[config.mk]
export PLATFORM = sky130hd
export DESIGN_NAME = uart_word_tx_flat
export DESIGN_NICKNAME = d
export VERILOG_FILES = /design/src/rtl/uart_word_tx_if.sv /design/src/rtl/uart_word_tx.sv /design/src/flat_wrapper.sv
export SDC_FILE = /design/constraint.sdc
export NUM_CORES = 1
export LEC_CHECK = 0
export BUFFER_PORTS_ARGS = -buffer_cell sky130_fd_sc_hd__clkbuf_2
export CAP_MARGIN = 20
export CORE_MARGIN = 10
export CORE_UTILIZATION = 60
export CTS_CLUSTER_DIAMETER = 100
export DETAILED_ROUTE_END_ITERATION = 10
export GPL_TIMING_DRIVEN = 0
export MAX_ROUTING_LAYER = met4
export PLACE_DENSITY = 0.83
export SYNTH_ARGS = -nofsm -noshare
export SYNTH_HDL_FRONTEND = slang
export SYNTH_SLANG_ARGS = --single-unit
[constraint.sdc]
create_clock -name clk -period 5.75 [get_ports clk]
set_input_delay 0.2875 -clock clk [delete_from_list [all_inputs] [get_ports clk]]
set_output_delay 0.2875 -clock clk [all_outputs]
set_load 0.05 [all_outputs]
[src/rtl/uart_word_tx_if.sv]
// Word-transmit handshake between the debug send FSM and the UART word transmitter.
interface uart_word_tx_if;
    logic        tx_start;
    logic [31:0] tx_data;
    logic        tx;
    logic        busy;
    logic        tx_dataready;

    // Debug send FSM side: issues words and watches for completion.
    modport master (
        output tx_start,
        output tx_data,
        input  tx,
        input  busy,
        input  tx_dataready
    );

    // Transmitter side.
    modport slave (
        input  tx_start,
        input  tx_data,
        output tx,
        output busy,
        output tx_dataready
    );
endinterface

[src/rtl/uart_word_tx.sv]
// Serialises one 32-bit word as four 8N1 UART frames, least significant byte first.
module uart_word_tx #(
    parameter int unsigned CLKS_PER_BIT = 868,
    parameter int unsigned CNT_W        = 16
) (
    input  logic          clk,
    input  logic          rst,
    uart_word_tx_if.slave bus
);

    localparam logic [2:0] IDLE  = 3'd0;
    localparam logic [2:0] START = 3'd1;
    localparam logic [2:0] DATA  = 3'd2;
    localparam logic [2:0] STOP  = 3'd3;
    localparam logic [2:0] DONE  = 3'd4;

    localparam logic [CNT_W-1:0] BIT_LAST = CNT_W'(CLKS_PER_BIT - 1);

    logic [2:0]       state, state_nxt;
    logic [CNT_W-1:0] baud_cnt, baud_cnt_nxt;
    logic [2:0]       bit_idx, bit_idx_nxt;
    logic [1:0]       byte_idx, byte_idx_nxt;
    logic [31:0]      word_reg, word_reg_nxt;
    logic [7:0]       shift_reg, shift_reg_nxt;
    logic             tx_nxt;
    logic             busy_nxt;
    logic             dataready_nxt;
    logic             bit_done_c;

    assign bit_done_c = (baud_cnt == BIT_LAST);

    // FSM and datapath registers.
    always_ff @(posedge clk or posedge rst) begin
        if (rst) begin
            state     <= IDLE;
            baud_cnt  <= '0;
            bit_idx   <= '0;
            byte_idx  <= '0;
            word_reg  <= '0;
            shift_reg <= '0;
        end else begin
            state     <= state_nxt;
            baud_cnt  <= baud_cnt_nxt;
            bit_idx   <= bit_idx_nxt;
            byte_idx  <= byte_idx_nxt;
            word_reg  <= word_reg_nxt;
            shift_reg <= shift_reg_nxt;
        end
    end

    // Outputs are registered views of the next state, so tx never glitches.
    always_ff @(posedge clk or posedge rst) begin
        if (rst) begin
            bus.tx           <= 1'b1;
            bus.busy         <= 1'b0;
            bus.tx_dataready <= 1'b0;
        end else begin
            bus.tx           <= tx_nxt;
            bus.busy         <= busy_nxt;
            bus.tx_dataready <= dataready_nxt;
        end
    end

    // Next-state, baud timing and line value.
    always_comb begin
        state_nxt     = state;
        baud_cnt_nxt  = baud_cnt;
        bit_idx_nxt   = bit_idx;
        byte_idx_nxt  = byte_idx;
        word_reg_nxt  = word_reg;
        shift_reg_nxt = shift_reg;
        tx_nxt        = 1'b1;
        busy_nxt      = 1'b0;
        dataready_nxt = 1'b0;

        case (state)
            IDLE: begin
                if (bus.tx_start) begin
                    word_reg_nxt = bus.tx_data;
                    byte_idx_nxt = 2'd0;
                    baud_cnt_nxt = '0;
                    state_nxt    = START;
                end
            end
            START: begin
                if (bit_done_c) begin
                    baud_cnt_nxt  = '0;
                    shift_reg_nxt = word_reg[{byte_idx, 3'b000} +: 8];
                    bit_idx_nxt   = 3'd0;
                    state_nxt     = DATA;
                end else begin
                    baud_cnt_nxt = baud_cnt + CNT_W'(1);
                end
            end
            DATA: begin
                if (bit_done_c) begin
                    baud_cnt_nxt = '0;
                    if (bit_idx == 3'd7) begin
                        state_nxt = STOP;
                    end else begin
                        bit_idx_nxt   = bit_idx + 3'd1;
                        shift_reg_nxt = {1'b0, shift_reg[7:1]};
                    end
                end else begin
                    baud_cnt_nxt = baud_cnt + CNT_W'(1);
                end
            end
            STOP: begin
                if (bit_done_c) begin
                    baud_cnt_nxt = '0;
                    if (byte_idx == 2'd3) begin
                        state_nxt = DONE;
                    end else begin
                        byte_idx_nxt = byte_idx + 2'd1;
                        state_nxt    = START;
                    end
                end else begin
                    baud_cnt_nxt = baud_cnt + CNT_W'(1);
                end
            end
            DONE: begin
                state_nxt = IDLE;
            end
            default: begin
                state_nxt = IDLE;
            end
        endcase

        if (state_nxt == START) begin
            tx_nxt = 1'b0;
        end else if (state_nxt == DATA) begin
            tx_nxt = shift_reg_nxt[0];
        end
        busy_nxt      = (state_nxt != IDLE);
        dataready_nxt = (state_nxt == DONE);
    end

endmodule

[src/flat_wrapper.sv]
// flat-port wrapper written by rule: the top's interface ports become plain ports
module uart_word_tx_flat 
#(
    parameter int unsigned CLKS_PER_BIT = 868,
    parameter int unsigned CNT_W        = 16
)
  (clk, rst, bus_tx_start, bus_tx_data, bus_tx, bus_busy, bus_tx_dataready);
  uart_word_tx_if bus_i ();
  input  logic clk;
  input  logic rst;
  input wire logic [$bits(bus_i.tx_start)-1:0] bus_tx_start;
  input wire logic [$bits(bus_i.tx_data)-1:0] bus_tx_data;
  output wire logic [$bits(bus_i.tx)-1:0] bus_tx;
  output wire logic [$bits(bus_i.busy)-1:0] bus_busy;
  output wire logic [$bits(bus_i.tx_dataready)-1:0] bus_tx_dataready;
  assign bus_i.tx_start = bus_tx_start;
  assign bus_i.tx_data = bus_tx_data;
  assign bus_tx = bus_i.tx;
  assign bus_busy = bus_i.busy;
  assign bus_tx_dataready = bus_i.tx_dataready;
  uart_word_tx #(.CLKS_PER_BIT(CLKS_PER_BIT), .CNT_W(CNT_W)) u_core (.clk(clk), .rst(rst), .bus(bus_i));
endmodule
==> results of run 1 <==
[metal layers]
metal | global-route usage | up-vias | part of all wire
met2 | 0.2776 | 66 | 0.49
met4 | 0.07841 | 0 | 0.021
met3 | 0.03148 | 13 | 0.042
li1 | - | 1168 | -
met5 | - | - | 0
met1 | 0.2131 | 1175 | 0.45
[metrics by stage]
stage                     std cells  instance area [um2]  hold slack, ns  setup WS [ns]
after global placement          425                 3412          0.4421          3.053
after global routing            441                 3592         0.05434          3.260
final                           441                 3592        0.005486          3.446
after detailed placement        426                 3432          0.3827          3.507
after floorplan                 318                 3139          0.3929          3.602
after CTS                       441                 3592         0.01906          3.419
[cells by family after synthesis]
logic type,count (synthesis),share of synthesized area
AO/OA/AOI/OAI,21,0.04225
XOR/XNOR,12,0.03348
adder cells (fa/ha/maj),4,0.01594
buffers and inverters,16,0.02312
flip-flops,67,0.5345
multiplexers,11,0.06855
AND/OR/NAND/NOR,187,0.2822
[path summary, 6_finish.rpt]
path	start	to	slack, ns	cells past startpoint
max in group asynchronous	rst	u_core.bus.tx	5.07	3
min	rst	u_core.word_reg[15]	0.005	2
max	u_core.state[2]	u_core.word_reg[0]	3.45	5
min in group clk	bus_tx_data[9]	u_core.word_reg[9]	0.13	3
max reg2reg	u_core.state[2]	u_core.word_reg[0]	3.45	5
min reg2reg	u_core.shift_reg[1]	u_core.shift_reg[1]	0.47	2
[worst max-delay path: stages, from the launching register on]
cell and delay (ns):
dfrtp_1 0.38, clkbuf_1 0.23, nor4b_1 0.95, clkbuf_1 0.46, nand2_1 0.13, nand2_1 0.09
[power by group]
group | switching, mW | internal, mW
registers | 0.00681 | 0.483
clock network | 0.173 | 0.164
logic | 0.0199 | 0.0180
[placed cells by master (no fill, tap or decap), drive strengths merged, types with 4 or more instances in the layout]
cell type / instances
a22oi: 6
and4: 4
buf: 4
clkbuf: 59
dfrtp: 66
ha: 4
mux4: 8
nand2: 127
nand3: 8
nand4: 6
nor2: 15
nor3: 5
o21ai: 7
or3: 4
xor2: 9
[cell type report]
cell class / instances / area [um2]
Buffer: 13 / 61.31
Clock buffer: 12 / 145.1
Clock inverter: 3 / 15.01
Fill cell: 406 / 1483
Inverter: 3 / 11.26
Multi-Input combinational cell: 235 / 1389
Sequential cell: 67 / 1678
Tap cell: 70 / 87.58
Timing Repair Buffer: 38 / 205.2
==> run summary, run 1 <==
Gpl congestion: 0.8082
Leading register cell type out of synthesis: dfrtp_1
# rows: 26
Die Span Y: 92.34 um
Register area share after synthesis: 0.5345
Share of flip-flops with an asynchronous set or reset: 1.000
Clock sinks: 67
Slew Limit Fails: 0
Commonest cells post-synth: nand2_1, dfrtp_1, nor2_1
Pwr dens: 240.7 nW/um2
Port bufs: 37
Status: finished clean
Worst Hold Class: in2async
Hold_buf cts: 0
Synthesis-to-layout area growth: 14.43%
Total gr overflow: 0
Vias in the first global route: 2514
Die Area: 8526 um2
Max-slew headroom: 0.2607
Final setup vio count: 0
Required @ worst endpoint: 6.03 ns
Largest net degree at the start of global routing: 39
Via density: 5.492
ANT nets after route: 0
CP arrival: 2.58 ns
Die W: 92.34 um
Final Skew: 0.006126 ns
Number of iterations in the first detailed-routing pass: 4
Initial core utilization: 0.6186
Number of flip-flops in the largest register: 32
Final Core Density: 0.7078
Post-synthesis cell area: 3139 um2
Synth unique cells: 48
Antenna Cells: 0
Final Hold Viols: 0
Clock Path Buffers: 2
Kind of critical path: reg2reg
First-pass GRT wire length: 11680 um
Skew-Pair Late Insertion Delay: 0.34 ns
Unrepaired setup endpoints after global routing: false
Detailed Route Iter0 Violations: 156
H-tree Lvls: 3
Resized cells post-CTS: 0
Post-CTS setup buffers: 0
Fin crit share: 0.4006
Crit path max fanout: 10
Post-synth EDFFs: 0
IO Count: 38
Yosys warnings: 0
CTS clk-pin slew, worst paths: 0.07 ns
Total GRT Usage: 0.1745
Share of layout cells above drive strength 1: 0.2049
Clock buffer count from CTS: 9
Top-area cell type share of the netlist area: 0.5261
Synth area leader: dfrtp_1
Final wirelength: 6801 um
DRC violations left: 0
CP startpoint kind: flip-flop
CTS Root Cell: clkbuf_8
Post-detail-place hpwl: 4900 um
Least-Margin Pin Slew: 1.094 ns
Number of synthesized register bits: 67
CTS tree: done
Core area: 5075 um2
Most numerous cell in the Yosys netlist: nand2_1
Peak supply drop: 0.2543 mV
Tmin final: 2.304 ns
Crit path capture type: flip-flop
Synth area leaders: dfrtp_1, nand2_1, mux4_2
Power, Total: 0.8648 mW
WL per Instance: 15.42 um
Fmax: 0.4341 GHz
Antenna violations before repair: 0
Mapped Cells: 318
TNS Setup: 0 ns
Max cap viols: 0
Vias: 2422
Syn Area/Cell: 9.872 um2
Syn nets: 357
# nets final: 406
Leak: 1.826 nW
Power figures use the tool's default switching activity.
==> run 2, diff against run 1 <==
--- a/config.mk
+++ b/config.mk
@@ -8,12 +8,12 @@
 export BUFFER_PORTS_ARGS = -buffer_cell sky130_fd_sc_hd__clkbuf_2
 export CAP_MARGIN = 20
 export CORE_MARGIN = 10
-export CORE_UTILIZATION = 60
+export CORE_UTILIZATION = 52
 export CTS_CLUSTER_DIAMETER = 100
 export DETAILED_ROUTE_END_ITERATION = 10
 export GPL_TIMING_DRIVEN = 0
 export MAX_ROUTING_LAYER = met4
-export PLACE_DENSITY = 0.83
+export PLACE_DENSITY = 0.76
 export SYNTH_ARGS = -nofsm -noshare
 export SYNTH_HDL_FRONTEND = slang
 export SYNTH_SLANG_ARGS = --single-unit
==> constraint.sdc (replaced) <==
create_clock -name clk -period 2 [get_ports clk]
set_input_delay 0.1 -clock clk [delete_from_list [all_inputs] [get_ports clk]]
set_output_delay 0.1 -clock clk [all_outputs]
set_load 0.05 [all_outputs]
==> run summary, run 2 (synthesis gave the netlist of run 1 again) <==
ANT nets after route: 0
Pwr dens: 654.3 nW/um2
Detailed Route Iter0 Violations: 137
Worst Hold Class: in2reg
Final setup vio count: 11
Total GRT Usage: 0.1641
Synthesis-to-layout area growth: 31.37%
Slew Limit Fails: 0
Largest net degree at the start of global routing: 37
Clock buffer count from CTS: 9
Max-slew headroom: 0.5506
H-tree Lvls: 3
Vias: 2664
Violated checks: negative setup slack
Share of layout cells above drive strength 1: 0.2488
Die W: 97.70 um
Peak supply drop: 0.3778 mV
Die Area: 9545 um2
Final Hold Viols: 0
Leak: 2.035 nW
Most frequent cells in the layout: nand2_1, dfrtp_1, clkbuf_2
# rows: 28
Vias in the first global route: 2785
Gpl congestion: 0.7724
Status: finished, violations left
Tmin final: 2.154 ns
DRC violations left: 0
Initial core utilization: 0.5334
Power, Total: 2.698 mW
CP cell instances: ha_2, ha_4, or3b_4, a21boi_2, or3_4, buf_6, mux2_4
Clock sinks: 67
Place WS: -0.2107 ns
CP max-delay cell: dfrtp_1
Via density: 5.448
CTS tree: done
WL per Instance: 15.58 um
Die Span Y: 97.70 um
Final Skew: 0.005040 ns
Post-detail-place hpwl: 4696 um
Final hold slack: 0.2225 ns
CP max stage delay: 0.39 ns
Number of iterations in the first detailed-routing pass: 7
Unrepaired setup endpoints after global routing: true
Fin crit share: 1.077
Final Core Density: 0.7007
Least-Margin Pin Slew: 0.6731 ns
CP arrival: 2.38 ns
Port bufs: 37
Core area: 5886 um2
Clock Path Buffers: 2
Kind of critical path: reg2reg
Commonest non-fill, non-tap cell in the layout: nand2_1
Crit path capture type: flip-flop
CP startpoint kind: flip-flop
IO Count: 38
Antenna violations before repair: 0
Max cap viols: 0
# nets final: 449
CTS clk-pin slew, worst paths: 0.07 ns
Required @ worst endpoint: 2.22 ns
PnR worst setup slack: -0.1538 ns
Number of flip-flops in the largest register: 32
Total gr overflow: 0
Final wirelength: 7621 um
Antenna Cells: 0
CTS Root Cell: clkbuf_8
Fmax: 0.4643 GHz
Skew-Pair Late Insertion Delay: 0.34 ns
Crit path max fanout: 5
First-pass GRT wire length: 12810 um
-- run 2: cell count changes in the layout (fill, tap and decap cells not counted), moves of 3 or more --
cell and delta:
dlygate4sd3_1 +33, buf_4 +9, clkbuf_1 -5, clkbuf_2 +4, ha_1 -3, nand2_1 -3
nand2_2 +3
-- run 2: timing repair --
item,4_1_cts,5_1_grt
gates resized for setup,7,17
setup endpoints to repair,44,57
gates cloned,1,0
pin swaps,4,4
buffers inserted,6,3
hold buffers,33,0
hold endpoints to repair,62,0
-- run 2: power by group --
group | internal [mW] | switching (mW) | total, mW
logic | 0.0939 | 0.0701 | 0.164
clock network | 0.637 | 0.490 | 1.13
registers | 1.39 | 0.0194 | 1.41
-- run 2: area by class of cell --
cell class / count / area, um2
plain buffers: 13 / 67.56
clock buffers: 13 / 158.9
clock inverters: 2 / 35.03
fillers: 428 / 1762
inverters: 3 / 11.26
multi-input cells: 235 / 1470
flip-flops and latches: 67 / 1679
well taps: 75 / 93.84
repair buffers: 81 / 608.1
-- run 2: routing by layer --
metal,vias to the layer above,global-route usage,share of wire
met5,-,-,0
met4,0,0.06600,0.023
met3,23,0.03698,0.050
met2,95,0.2683,0.50
met1,1296,0.1911,0.43
li1,1250,-,-
-- run 2: path summary, 6_finish.rpt --
path / start / end / slack, ns / cells after the start
max in group asynchronous: rst / u_core.bit_idx[1] / 0.99 / 4
worst max register to register: u_core.bit_idx[0] / u_core.bit_idx[0] / -0.15 / 7
worst min register to register: u_core.word_reg[4] / u_core.word_reg[4] / 0.48 / 2
min in group asynchronous: rst / u_core.word_reg[7] / 0.39 / 3
worst min-delay path: bus_tx_start / u_core.word_reg[14] / 0.22 / 4
worst max-delay path: u_core.bit_idx[0] / u_core.bit_idx[0] / -0.15 / 7
-- run 2: stage by stage --
| step | std cells | setup TNS (ns) | area (um2) |
|---|---|---|---|
| CTS | 486 | -2.076 | 4055 |
| floorplan | 318 | -0.1267 | 3148 |
| global route | 489 | -1.852 | 4124 |
| global placement | 430 | -39.41 | 3427 |
| detailed placement | 431 | -3.856 | 3447 |
| finish | 489 | -0.6051 | 4124 |
-- run 2: critical path: cells and delay by family (launching register included) --
kind | cells | cell delay [ns]
fa+ha+maj | 2 | 0.35
buf+inv | 1 | 0.14
flops | 1 | 0.39
compound gates | 1 | 0.15
mux | 1 | 0.24
simple gates | 2 | 0.76
